### config.mk
export PLATFORM = sky130hd
export DESIGN_NAME = pwm_multi_ch
export DESIGN_NICKNAME = d
export VERILOG_FILES = /design/src/rtl/pwm_pkg.sv /design/src/rtl/pwm_ch_cmp.sv /design/src/rtl/pwm_multi_ch.sv
export SDC_FILE = /design/constraint.sdc
export NUM_CORES = 1
export LEC_CHECK = 0
export CAP_MARGIN = 15
export CORE_MARGIN = 2
export CORE_UTILIZATION = 58
export DETAILED_ROUTE_END_ITERATION = 10
export MAX_ROUTING_LAYER = met4
export PLACE_DENSITY = 0.8
export SLEW_MARGIN = 20
export SYNTH_ARGS = -nofsm -noshare
export SYNTH_HDL_FRONTEND = slang
export SYNTH_SLANG_ARGS = --single-unit
### constraint.sdc
create_clock -name clk -period 8.35 [get_ports clk]
set_input_delay 0.835 -clock clk [delete_from_list [all_inputs] [get_ports clk]]
set_output_delay 0.835 -clock clk [all_outputs]
set_load 0.02 [all_outputs]
### src/rtl/pwm_pkg.sv
// Shared types and default sizing for the multi-channel PWM block.
package pwm_pkg;

   localparam int PWM_NCH_DEF   = 4;
   localparam int PWM_CBITS_DEF = 11;

   typedef enum logic {
      PWM_EDGE   = 1'b0,
      PWM_CENTER = 1'b1
   } pwm_mode_e;

   typedef enum logic [1:0] {
      ST_UP   = 2'd0,
      ST_DOWN = 2'd1,
      ST_HOLD = 2'd2
   } pwm_state_e;

endpackage

### src/rtl/pwm_ch_cmp.sv
// One PWM channel: double-buffered duty (shadow -> active) and the registered
// compare against the shared counter.
module pwm_ch_cmp
   import pwm_pkg::*;
#(
   parameter int CBITS = PWM_CBITS_DEF
) (
   input  logic             clk,
   input  logic             rst,
   input  logic             en,
   input  logic             bnd,
   input  logic             wr_hit,
   input  logic [CBITS-1:0] wr_duty,
   input  logic [CBITS-1:0] cnt,
   output logic             pwm,
   output logic             pending
);

   logic [CBITS-1:0] shadow_q;
   logic [CBITS-1:0] duty_q;

   always_ff @(posedge clk or posedge rst) begin
      if (rst) begin
         shadow_q <= '0;
         duty_q   <= '0;
         pending  <= 1'b0;
         pwm      <= 1'b0;
      end else begin
         pwm <= en && (cnt < duty_q);
         if (wr_hit)
            shadow_q <= wr_duty;
         // While stopped the active duty follows the shadow, including a write landing now.
         if (!en) begin
            duty_q  <= wr_hit ? wr_duty : shadow_q;
            pending <= 1'b0;
         end else begin
            if (bnd && pending)
               duty_q <= shadow_q;
            if (wr_hit)
               pending <= 1'b1;
            else if (bnd)
               pending <= 1'b0;
         end
      end
   end

endmodule

### src/rtl/pwm_multi_ch.sv
// Multi-channel PWM: one shared edge/center-aligned counter with period-boundary
// reload of period, mode and per-channel duties.
module pwm_multi_ch
   import pwm_pkg::*;
#(
   parameter  int NCH   = PWM_NCH_DEF,
   parameter  int CBITS = PWM_CBITS_DEF,
   localparam int CHW   = (NCH > 1) ? $clog2(NCH) : 1
) (
   input  logic             clk,
   input  logic             rst,
   input  logic             en,
   input  logic             mode,
   input  logic [CBITS-1:0] period,
   input  logic             wr_en,
   input  logic [CHW-1:0]   wr_ch,
   input  logic [CBITS-1:0] wr_duty,
   output logic [NCH-1:0]   pwm_out,
   output logic             period_end,
   output logic [NCH-1:0]   pending
);

   localparam logic [CBITS-1:0] CNT_ONE = CBITS'(1);

   pwm_state_e       st_q, st_d;
   pwm_mode_e        mode_q;
   logic [CBITS-1:0] cnt_q, cnt_d;
   logic [CBITS-1:0] period_q;
   logic             bnd;
   logic [NCH-1:0]   wr_sel;

   always_ff @(posedge clk or posedge rst) begin
      if (rst) begin
         st_q       <= ST_HOLD;
         cnt_q      <= '0;
         period_q   <= '0;
         mode_q     <= PWM_EDGE;
         period_end <= 1'b0;
      end else begin
         st_q       <= st_d;
         cnt_q      <= cnt_d;
         period_end <= bnd;
         if (bnd || !en) begin
            period_q <= period;
            mode_q   <= pwm_mode_e'(mode);
         end
      end
   end

   // HOLD parks the counter at 0 and otherwise behaves like UP when counting resumes.
   always_comb begin
      st_d  = st_q;
      cnt_d = cnt_q;
      bnd   = 1'b0;
      if (!en) begin
         st_d  = ST_HOLD;
         cnt_d = '0;
      end else if (period_q == '0) begin
         st_d  = ST_HOLD;
         cnt_d = '0;
         bnd   = 1'b1;
      end else if (st_q == ST_DOWN) begin
         cnt_d = cnt_q - CNT_ONE;
         if (cnt_q == CNT_ONE) begin
            st_d = ST_UP;
            bnd  = 1'b1;
         end
      end else if (cnt_q >= period_q) begin
         if (mode_q == PWM_EDGE || period_q == CNT_ONE) begin
            st_d  = ST_UP;
            cnt_d = '0;
            bnd   = 1'b1;
         end else begin
            st_d  = ST_DOWN;
            cnt_d = period_q - CNT_ONE;
         end
      end else begin
         st_d  = ST_UP;
         cnt_d = cnt_q + CNT_ONE;
      end
   end

   always_comb begin
      wr_sel = '0;
      if (wr_en && (int'(wr_ch) < NCH))
         wr_sel[wr_ch] = 1'b1;
   end

   for (genvar i = 0; i < NCH; i++) begin : g_ch
      pwm_ch_cmp #(
         .CBITS (CBITS)
      ) u_ch (
         .clk     (clk),
         .rst     (rst),
         .en      (en),
         .bnd     (bnd),
         .wr_hit  (wr_sel[i]),
         .wr_duty (wr_duty),
         .cnt     (cnt_q),
         .pwm     (pwm_out[i]),
         .pending (pending[i])
      );
   end

endmodule

# Word-level counts from Yosys, hierarchy flattened
# Cells that the tools add are included.
[totals] regBits=122 inputBits=29 out_inout_bits=9 elab_cells=98
[op_classes] n_addsub=3 order_cmp=7 eq_ne=12 mux=41 n_bitwise=1 reduce_logical=13
[op_table] operator="$mux W11" n=17
[op_table] operator="$lt A11 B11 Y1" n=4
[op_table] operator="$eq A11 B1 Y1 const B" n=2
[op_table] operator="$sub A11 B1 Y11 const B" n=2
[op_table] operator="$mux W1" n=17
[op_table] operator="$ne A3 B1 Y1 const B" n=4
[op_table] operator="$add A11 B1 Y11 const B" n=1
[op_table] operator="$ge A11 B11 Y1" n=1
[op_table] operator="$logic_not A11 Y1" n=1
[op_table] operator="$mux W2" n=5
[op_table] operator="$logic_and A1 B1 Y1" n=9
[op_table] operator="$ne A2 B1 Y1 const B" n=4
[op_table] operator="$mux W4" n=1
[op_table] operator="$ne A4 B3 Y1 const B" n=1
[op_table] operator="$lt A2 B3 Y1 const B" n=1
[op_table] operator="$demux W1 S2" n=1
[op_table] operator="$eq A2 B1 Y1 const B" n=1
[op_table] operator="$ge A2 B1 Y1 const B" n=1
[op_table] operator="$logic_or A1 B1 Y1" n=2
[op_table] operator="$logic_not A1 Y1" n=1
[op_table] operator="$not A1 Y1" n=1

# Longest topological paths before layout
# Gate-level depths: netlist of the first run.
[depth] ltp_word=10 depth_mapped=12 ltp_nobuf=8

# Cells and area by module
# A second synthesis of the first run with hierarchy kept.
[unflattened] cells_unflattened=719 area_unflattened_um2=6999.2
[modules_own_cells] mod="pwm_ch_cmp" instances=4 cells_per_inst=125 area_per_inst_um2=1249.9 seq_area_each_um2=600.6
[modules_own_cells] mod="pwm_multi_ch" instances=1 cells_per_inst=219 area_per_inst_um2=1999.4 seq_area_each_um2=651.9

# Worst setup path before layout of the first run
# No wires, ideal clock.
[synth_timing] path_kind="register -> register" startpoint="register cnt_q[0]" endpoint="register period_q[4]" setup_ns=0.128 arrival_ns=2.461 t_required_ns=8.222 slack_ns=5.762 stages_incl_launch_ff=12 path_buffers=3 synth_period_minus_slack_ns=2.588 cell_sequence="dfrtp_1 > clkbuf_1 > inv_1 > ha_1 > nand2b_1 > a31oi_1 > nor3_2 > or2_0 > buf_4 > a31oi_4 > buf_4 > mux2_1"
[synth_via] elab_chain_cells=6 elab_cells_between_ends=8 classes_between="order compare (1); eq/ne (1); mux (5); reduce/logical (1)"
[synth_rtl] element="start: declaration" line="pwm_multi_ch.sv:27" text="logic [CBITS-1:0] cnt_q, cnt_d;"
[synth_rtl] element="start signal: assignment" line="pwm_multi_ch.sv:41" text="cnt_q <= cnt_d;"
[synth_rtl] element="$ge A11 B11 Y1 or $eq A11 B1 Y1 (tied branches)" line="pwm_multi_ch.sv:68, pwm_multi_ch.sv:64"
[synth_rtl] element="$mux W1, on equally long branches" line="pwm_multi_ch.sv:68, pwm_multi_ch.sv:64"
[synth_rtl] element="$mux W1 (*)" line="pwm_multi_ch.sv:62" text="end else if (st_q == ST_DOWN) begin"
[synth_rtl] element="$mux W1 (*)" line="pwm_multi_ch.sv:58" text="end else if (period_q == '0) begin"
[synth_rtl] element="$mux W1 (*)" line="pwm_multi_ch.sv:55" text="if (!en) begin"
[synth_rtl] element="$logic_or A1 B1 Y1 (*)" line="pwm_multi_ch.sv:43" text="if (bnd || !en) begin"
[synth_rtl] element="end signal: assignment" line="pwm_multi_ch.sv:44" text="period_q <= period;"
[synth_rtl] element="end: declaration" line="pwm_multi_ch.sv:28" text="logic [CBITS-1:0] period_q;"
# Mark *: on every way between the ends. The rest lies on a longest branch, timed or not.
# A chain may end at the register's enable or synchronous reset.

# Worst setup path in the final report of the first run
[layout_timing] startpoint="register cnt_q[2]" endpoint="register g_ch[3].u_ch.duty_q[7]"
[layout_via] elab_chain_cells=7 elab_cells_between_ends=9 classes_between="order compare (1); eq/ne (2); mux (5); reduce/logical (1)"
[layout_rtl] element="$ge A11 B11 Y1 or $eq A11 B1 Y1 (tied branches)" line="pwm_multi_ch.sv:68, pwm_multi_ch.sv:64"
[layout_rtl] element="$mux W1, on equally long branches" line="pwm_multi_ch.sv:68, pwm_multi_ch.sv:64"
[layout_rtl] element="$mux W1 (*)" line="pwm_multi_ch.sv:62"
[layout_rtl] element="$mux W1 (*)" line="pwm_multi_ch.sv:58"
[layout_rtl] element="$mux W1 (*)" line="pwm_multi_ch.sv:55"
[layout_rtl] element="$logic_and A1 B1 Y1 (*)" line="pwm_ch_cmp.sv:37" text="if (bnd && pending)"
[layout_rtl] element="$ne A2 B1 Y1 (no line) (*)"
[layout_rtl] element="end signal: assignment" line="pwm_ch_cmp.sv:34" text="duty_q <= wr_hit ? wr_duty : shadow_q;"
[layout_rtl] element="end signal: assignment" line="pwm_ch_cmp.sv:38" text="duty_q <= shadow_q;"
[layout_rtl] element="end: declaration" line="pwm_ch_cmp.sv:20" text="logic [CBITS-1:0] duty_q;"
# Marked as above.

==> key figures, run 1 <==
Die
  • Ports: 38
  • Die Ht: 115 um
  • Full die area: 13,200 sq um
  • Initial Utilization: 0.594
  • Core Box Area: 12,000 sq um
  • Rows: 40
  • DIE WIDTH: 115 um

Synth
  • Synth warn: 0
  • Number of enable flip-flop cells after synthesis: 0
  • Async S/R FF share, synth: 1.00
  • Post-Syn Instances: 639
  • Synthesized area: 7130 sq um
  • Seq/Total Area, Yosys: 0.428
  • Syn Nets: 725
  • Dominant cells by area after synthesis: dfrtp_1 42%, ha_1 10%, mux2_2 6.9%
  • Synth Flop Type: dfrtp_1
  • Post-synth top area cell: dfrtp_1
  • Seq cells post-synth: 122
  • Mapped Avg Cell Area: 11.2 sq um
  • Yosys cell types: 57
  • Top-area cell type share of the netlist area: 0.425

Worst setup path
  • Worst reg-to-reg path cell count: 8
  • CP max-delay cell: dfrtp_1
  • CP delay by family, top: compound AO/OA/AOI/OAI gates
  • Arrival time at the worst endpoint: 3700 ps
  • Crit Path Class: reg2reg
  • Req. time, crit path: 8700 ps
  • Critical path depth: 8
  • CP Buf/Inv Count: 1
  • Reg-to-reg critical path endpoint: g_ch[3].u_ch.duty_q[7]
  • CP endpoint kind: flip-flop
  • CP Launch Type: flip-flop
  • R2r setup slk: 5000 ps
  • Slowest stage delay, CP: 780 ps
  • Crit Path Max Fanout: 45
  • Worst r2r src: cnt_q[2]
  • Critical path, cell by cell: ha_1 -> a211o_1 -> a31oi_1 -> nor3_2 -> or2_0 -> a31oi_4 -> buf_4 -> a221o_1

Clocking
  • CTS Buffer Depth: 2
  • H-tree depth: 4
  • Clock sink count: 122
  • Clock transition at the registers of the reported paths: 50 ps
  • CTS tree: yes
  • Inserted Clock Buffers: 17
  • CTS Hold Bufs: 0
  • Post-CTS setup buffer count: 0
  • Post-CTS Resized: 0
  • Clk Latency, worst-skew pair: 420 ps
  • CTS Root Cell: clkbuf_16

Timing
  • Max_slew headroom: 0.292
  • RSZ-0062 raised after global routing: no
  • Final setup fails: 0
  • Worst clock skew: 11.1 ps
  • Peak Freq: 298 MHz
  • Slew Limit Fails: 0
  • Final worst-path cycle share: 0.401
  • Setup TNS: 0 ps
  • Endpoints failing hold: 0
  • Final Critical Period: 3350 ps
  • Worst Tran Pin Value: 1060 ps
  • WHS: 499 ps

Global route
  • First-pass GRT wire length: 28,800 um
  • Initial antenna violation count: 0
  • Gr usage total: 0.296
  • Vias in the first global route: 5,520
  • Overflow after GRT: 0
  • Largest net degree at the start of global routing: 71

Finish
  • Antenna Cells: 0
  • Area delta synth->final: 13.1%
  • Layout Nets: 748
  • Fill cell count: 950
  • Layout cells sized above 1: 0.132

Min path
  • Hold_sp: g_ch[3].u_ch.shadow_q[5]
  • Hold-critical path depth: 1
  • Hold Path Class: reg2reg
  • End of the worst hold path: g_ch[3].u_ch.duty_q[5]

Power and ir drop
  • Leak: 3.80 nW
  • Combinational Power Share: 0.186
  • Clk pwr share: 0.384
  • Part of the power in registers: 0.431
  • Power Density: 222 nW/um^2
  • NetSw: 0.501 mW
  • Peak VDD IR: 169 uV
  • Sw Ratio: 0.280
  • Internal power: 1.29 mW

Drt
  • 1st-iter DRT viols: 413
  • DRC violation count after routing: 0
  • Pre-antenna DRT Iters: 5
  • Vias per cell: 6.46
  • Total length of routed wires: 17,600 um
  • Vias: 5,305
  • WL/cell: 21.4 um
  • ANT nets after route: 0

Run status
  • Run status: finished, final reports clean

Placed design
  • IO Port Bufs: 37
  • DPL Wire Length: 11,800 um
  • Gpl congestion: 0.940

Flow run
  • Total of max-cap violations: 0
==> cells by family after synthesis <==
| group | count (synthesis) | synth area share |
|---|---|---|
| adders and majority gates | 57 | 0.100 |
| buffers and inverters | 97 | 0.0616 |
| and+or+nand+nor | 115 | 0.0830 |
| muxes | 63 | 0.0983 |
| AOI/OAI and AO/OA | 160 | 0.198 |
| xor gates and xnor gates | 25 | 0.0307 |
| DFF | 122 | 0.428 |
==> Yosys cell counts (10+ instances only) <==
master and n:
a21o_1 17, a21oi_1 13, a221o_1 41, a22o_1 42, buf_4 11, clkbuf_1 15
dfrtp_1 121, ha_1 57, inv_1 58, mux2_1 12, mux2_2 44, nand2_1 13
nand3_1 13, nor2_1 43, nor3_1 10, xnor2_1 20
==> cell type report <==
type	count	area, sq um	area share
clock buffers	25	485	0.0602
clock inverters	6	65.1	0.00807
well taps	147	184	0.0228
repair buffers	42	408	0.0506
flip-flops and latches	122	3050	0.379
multi-input cells	420	3640	0.452
inverters	59	224	0.0278
==> worst reg2reg max path, cell delays in order, from the launching register on <==
cell and delay [ps]:
dfrtp_1 780, ha_1 370, a211o_1 260, a31oi_1 180, nor3_2 100, or2_0 290, a31oi_4 470, buf_4 540
a221o_1 300
==> per-layer routing <==
layer,vias to the layer above,track usage,share of wire
met3,38,0.0669,0.055
met2,183,0.464,0.48
met1,2660,0.373,0.43
met5,-,-,0
li1,2424,-,-
met4,0,0.124,0.029
==> state kept, by name, summed over array words and instances (netlist names) <==
| signal | count |
|---|---|
| g_ch.u_ch.duty_q | 44 |
| g_ch.u_ch.shadow_q | 44 |
| cnt_q | 11 |
| period_q | 11 |
| g_ch.u_ch.pending | 4 |
| g_ch.u_ch.pwm | 4 |
| st_q | 2 |
| mode_q | 1 |
| period_end | 1 |
==> stage by stage <==
stage	setup WS [ps]	std cells	power, mW	instance area (sq um)	utilization
4_1_cts	5030	821	1.80	8060	0.671
2_1_floorplan	4270	639	1.01	7130	-
6_report	5000	821	1.79	8060	0.671
5_1_grt	4850	821	1.87	8060	0.671
3_5_place_dp	5010	790	1.11	7510	0.625
3_3_place_gp	5080	790	1.08	7510	0.625
==> placed cells by master, fill, tap and decap left out, drive strengths merged, types with 5 or more instances in the layout <==
master	count
nand2b	8
nand4	6
nor2	43
mux2i	7
dfrtp	121
o2111ai	6
nand3	13
clkdlybuf4s50	37
nor3	11
a221o	41
mux2	56
ha	57
a211oi	9
a21o	17
a21boi	5
a22o	42
inv	59
xnor2	20
clkbuf	25
buf	5
nand2	14
a21oi	13
xor2	5
==> how the worst max path moves through the flow <==
| stage | from | slack [ps] | endpoint |
|---|---|---|---|
| 2_1_floorplan | rst | 4270 | cnt_q[0] |
| 3_3_place_gp | cnt_q[2] | 5080 | g_ch[3].u_ch.duty_q[5] |
| 3_5_place_dp | en | 5010 | g_ch[3].u_ch.duty_q[4] |
| 4_1_cts | cnt_q[0] | 5030 | g_ch[3].u_ch.duty_q[7] |
| 5_1_grt | cnt_q[6] | 4850 | g_ch[2].u_ch.duty_q[4] |
| 6_report | cnt_q[2] | 5000 | g_ch[3].u_ch.duty_q[7] |
==> power by group through the flow <==
stage / clock [mW] / sequential, mW / combinational (mW)
2_1_floorplan: 0 / 0.747 / 0.261
3_3_place_gp: 0 / 0.770 / 0.313
3_5_place_dp: 0 / 0.777 / 0.331
4_1_cts: 0.694 / 0.769 / 0.334
5_1_grt: 0.720 / 0.783 / 0.371
6_report: 0.688 / 0.772 / 0.333
Note: power is estimated with default switching activity, not from simulation.
==> inputs of run 2 (changes only) <==
CORE_UTILIZATION = 55   (was 58)
PLACE_DENSITY = 0.79   (was 0.8)
clock period = 2.8 ns   (was 8.35 ns; I/O delays follow)
==> run 2 against run 1 <==
  * First-iteration DRC count up 6.8%
  * Total power rose to 3.1 times the previous value
  * Sequential share of layout area down 1.4 points
  * Flip-flop and latch count unchanged
  * Clock skew about the same
  * Critical path depth up 1
  * Via count up 4.7%
  * Critical endpoint is now period_q[1]
==> key figures, run 2 (synthesis gave the netlist of run 1 again) <==
Min path
  • Hold Path Class: in2async

Drt
  • ANT nets after route: 0
  • DRC violation count after routing: 0
  • Pre-antenna DRT Iters: 5
  • WL/cell: 21.8 um
  • Vias: 5,552
  • 1st-iter DRT viols: 441
  • Vias per cell: 6.35
  • Total length of routed wires: 19,100 um

Global route
  • GRT busiest layer: met2
  • Largest net degree at the start of global routing: 46
  • M3 GR Usage: 0.0640
  • Met2 usage: 0.478
  • Gr usage total: 0.295
  • First-pass GRT wire length: 31,200 um
  • Overflow after GRT: 0
  • Grt met1 use: 0.351
  • Vias in the first global route: 5,949
  • Initial antenna violation count: 0

Power and ir drop
  • Part of the power in registers: 0.417
  • Power Density: 654 nW/um^2
  • Internal power: 3.92 mW
  • Peak VDD IR: 645 uV
  • Combinational Power Share: 0.194
  • Sw Ratio: 0.284
  • Clk pwr share: 0.389
  • NetSw: 1.55 mW
  • Leak: 3.97 nW

Timing
  • Final setup fails: 0
  • Worst Tran Pin Value: 642 ps
  • Peak Freq: 369 MHz
  • Worst clock skew: 11.2 ps
  • Final WS setup: 93.3 ps
  • Final worst-path cycle share: 0.967
  • RSZ-0062 raised after global routing: no
  • Max_slew headroom: 0.571
  • Endpoints failing hold: 0
  • Final Critical Period: 2710 ps
  • Slew Limit Fails: 0
  • Setup TNS: 0 ps

Worst setup path
  • Critical path, cell by cell: inv_1 -> ha_1 -> a21oi_1 -> a21oi_1 -> a2111o_1 -> or2_1 -> a31oi_4 -> buf_12 -> mux2_1
  • Arrival time at the worst endpoint: 2990 ps
  • Slowest stage delay, CP: 420 ps
  • Worst r2r src: period_q[6]
  • Worst reg-to-reg path cell count: 9
  • CP Buf/Inv Count: 2
  • Reg-to-reg critical path endpoint: period_q[1]
  • Most used cell, CP: a21oi_1
  • CP endpoint kind: flip-flop
  • Crit Path Max Fanout: 12
  • R2r setup slk: 90 ps
  • Req. time, crit path: 3090 ps
  • CP max-delay cell: dfrtp_1
  • CP Launch Type: flip-flop
  • CP delay by family, top: compound AO/OA/AOI/OAI gates
  • Crit Path Class: reg2reg

Flow run
  • Total of max-cap violations: 0

Clocking
  • H-tree depth: 4
  • CTS Hold Bufs: 0
  • Post-CTS Resized: 0
  • Clk Latency, worst-skew pair: 420 ps
  • CTS Root Cell: clkbuf_16
  • Inserted Clock Buffers: 17
  • Post-CTS setup buffer count: 0
  • CTS tree: yes
  • CTS Buffer Depth: 2
  • Clock transition at the registers of the reported paths: 60 ps
  • Clock sink count: 122

Die
  • Full die area: 13,900 sq um
  • Initial Utilization: 0.565
  • DIE WIDTH: 118 um
  • Ports: 38
  • Core Box Area: 12,600 sq um
  • Die Ht: 118 um
  • Rows: 41

Placed design
  • Area after DPL: 7800 sq um
  • DPL Wire Length: 13,100 um
  • Placed Cells: 844
  • IO Port Bufs: 37
  • Gpl congestion: 0.944
  • Post-Place Worst Slack: 117 ps

Finish
  • Layout Nets: 777
  • Fill cell count: 948
  • Cell area after layout: 8370 sq um
  • Top flop regs: g_ch.u_ch.duty_q (44), g_ch.u_ch.shadow_q (44)
  • Commonest non-fill, non-tap cell in the layout: dfrtp_1
  • Antenna Cells: 0
  • Post-route insts no fill: 875
  • Most frequent cells in the layout: 121 x dfrtp_1, 57 x inv_1, 57 x ha_1, 44 x mux2_2, 43 x nor2_1
  • Layout cells sized above 1: 0.174
  • Area delta synth->final: 17.4%

Run status
  • Run status: finished, final reports clean
-- run 2: final cells by class --
type                    instances  area (sq um)  area share
multi-input cells             420          3640       0.435
flip-flops and latches        122          3050       0.365
repair buffers                 71           663      0.0792
clock buffers                  20           447      0.0534
inverters                      59           225      0.0269
well taps                     172           215      0.0257
clock inverters                11           123      0.0146
-- run 2: through the flow --
step,utilization,power (mW),hold slack (ps)
2_1_floorplan,-,3.01,412
3_3_place_gp,0.618,3.26,476
3_5_place_dp,0.618,3.35,486
4_1_cts,0.663,5.48,318
5_1_grt,0.663,5.71,346
6_report,0.663,5.48,297
-- run 2: how the worst max path moves through the flow --
stage,start,endpoint,slack (ps),cells after the start
2_1_floorplan,cnt_q[0],period_q[4],210,11
3_3_place_gp,period_q[6],period_q[10],250,9
3_5_place_dp,period_q[4],g_ch[3].u_ch.duty_q[1],120,7
4_1_cts,period_q[5],g_ch[3].u_ch.duty_q[6],80,7
5_1_grt,period_q[6],period_q[1],5,9
6_report,period_q[6],period_q[1],90,9
-- run 2: power by group through the flow --
stage               Combinational, mW  Clock (mW)  Sequential, mW
finish                           1.06        2.13            2.28
global route                     1.17        2.22            2.32
CTS                              1.06        2.14            2.28
detailed placement               1.05           0            2.30
global placement                0.986           0            2.27
floorplan                       0.779           0            2.23
-- run 2: layer usage --
metal | up-vias | routed length [um]
met2 | 211 | 9420
met5 | - | 0
li1 | 2482 | -
met4 | 0 | 759
met3 | 57 | 1240
met1 | 2802 | 7690
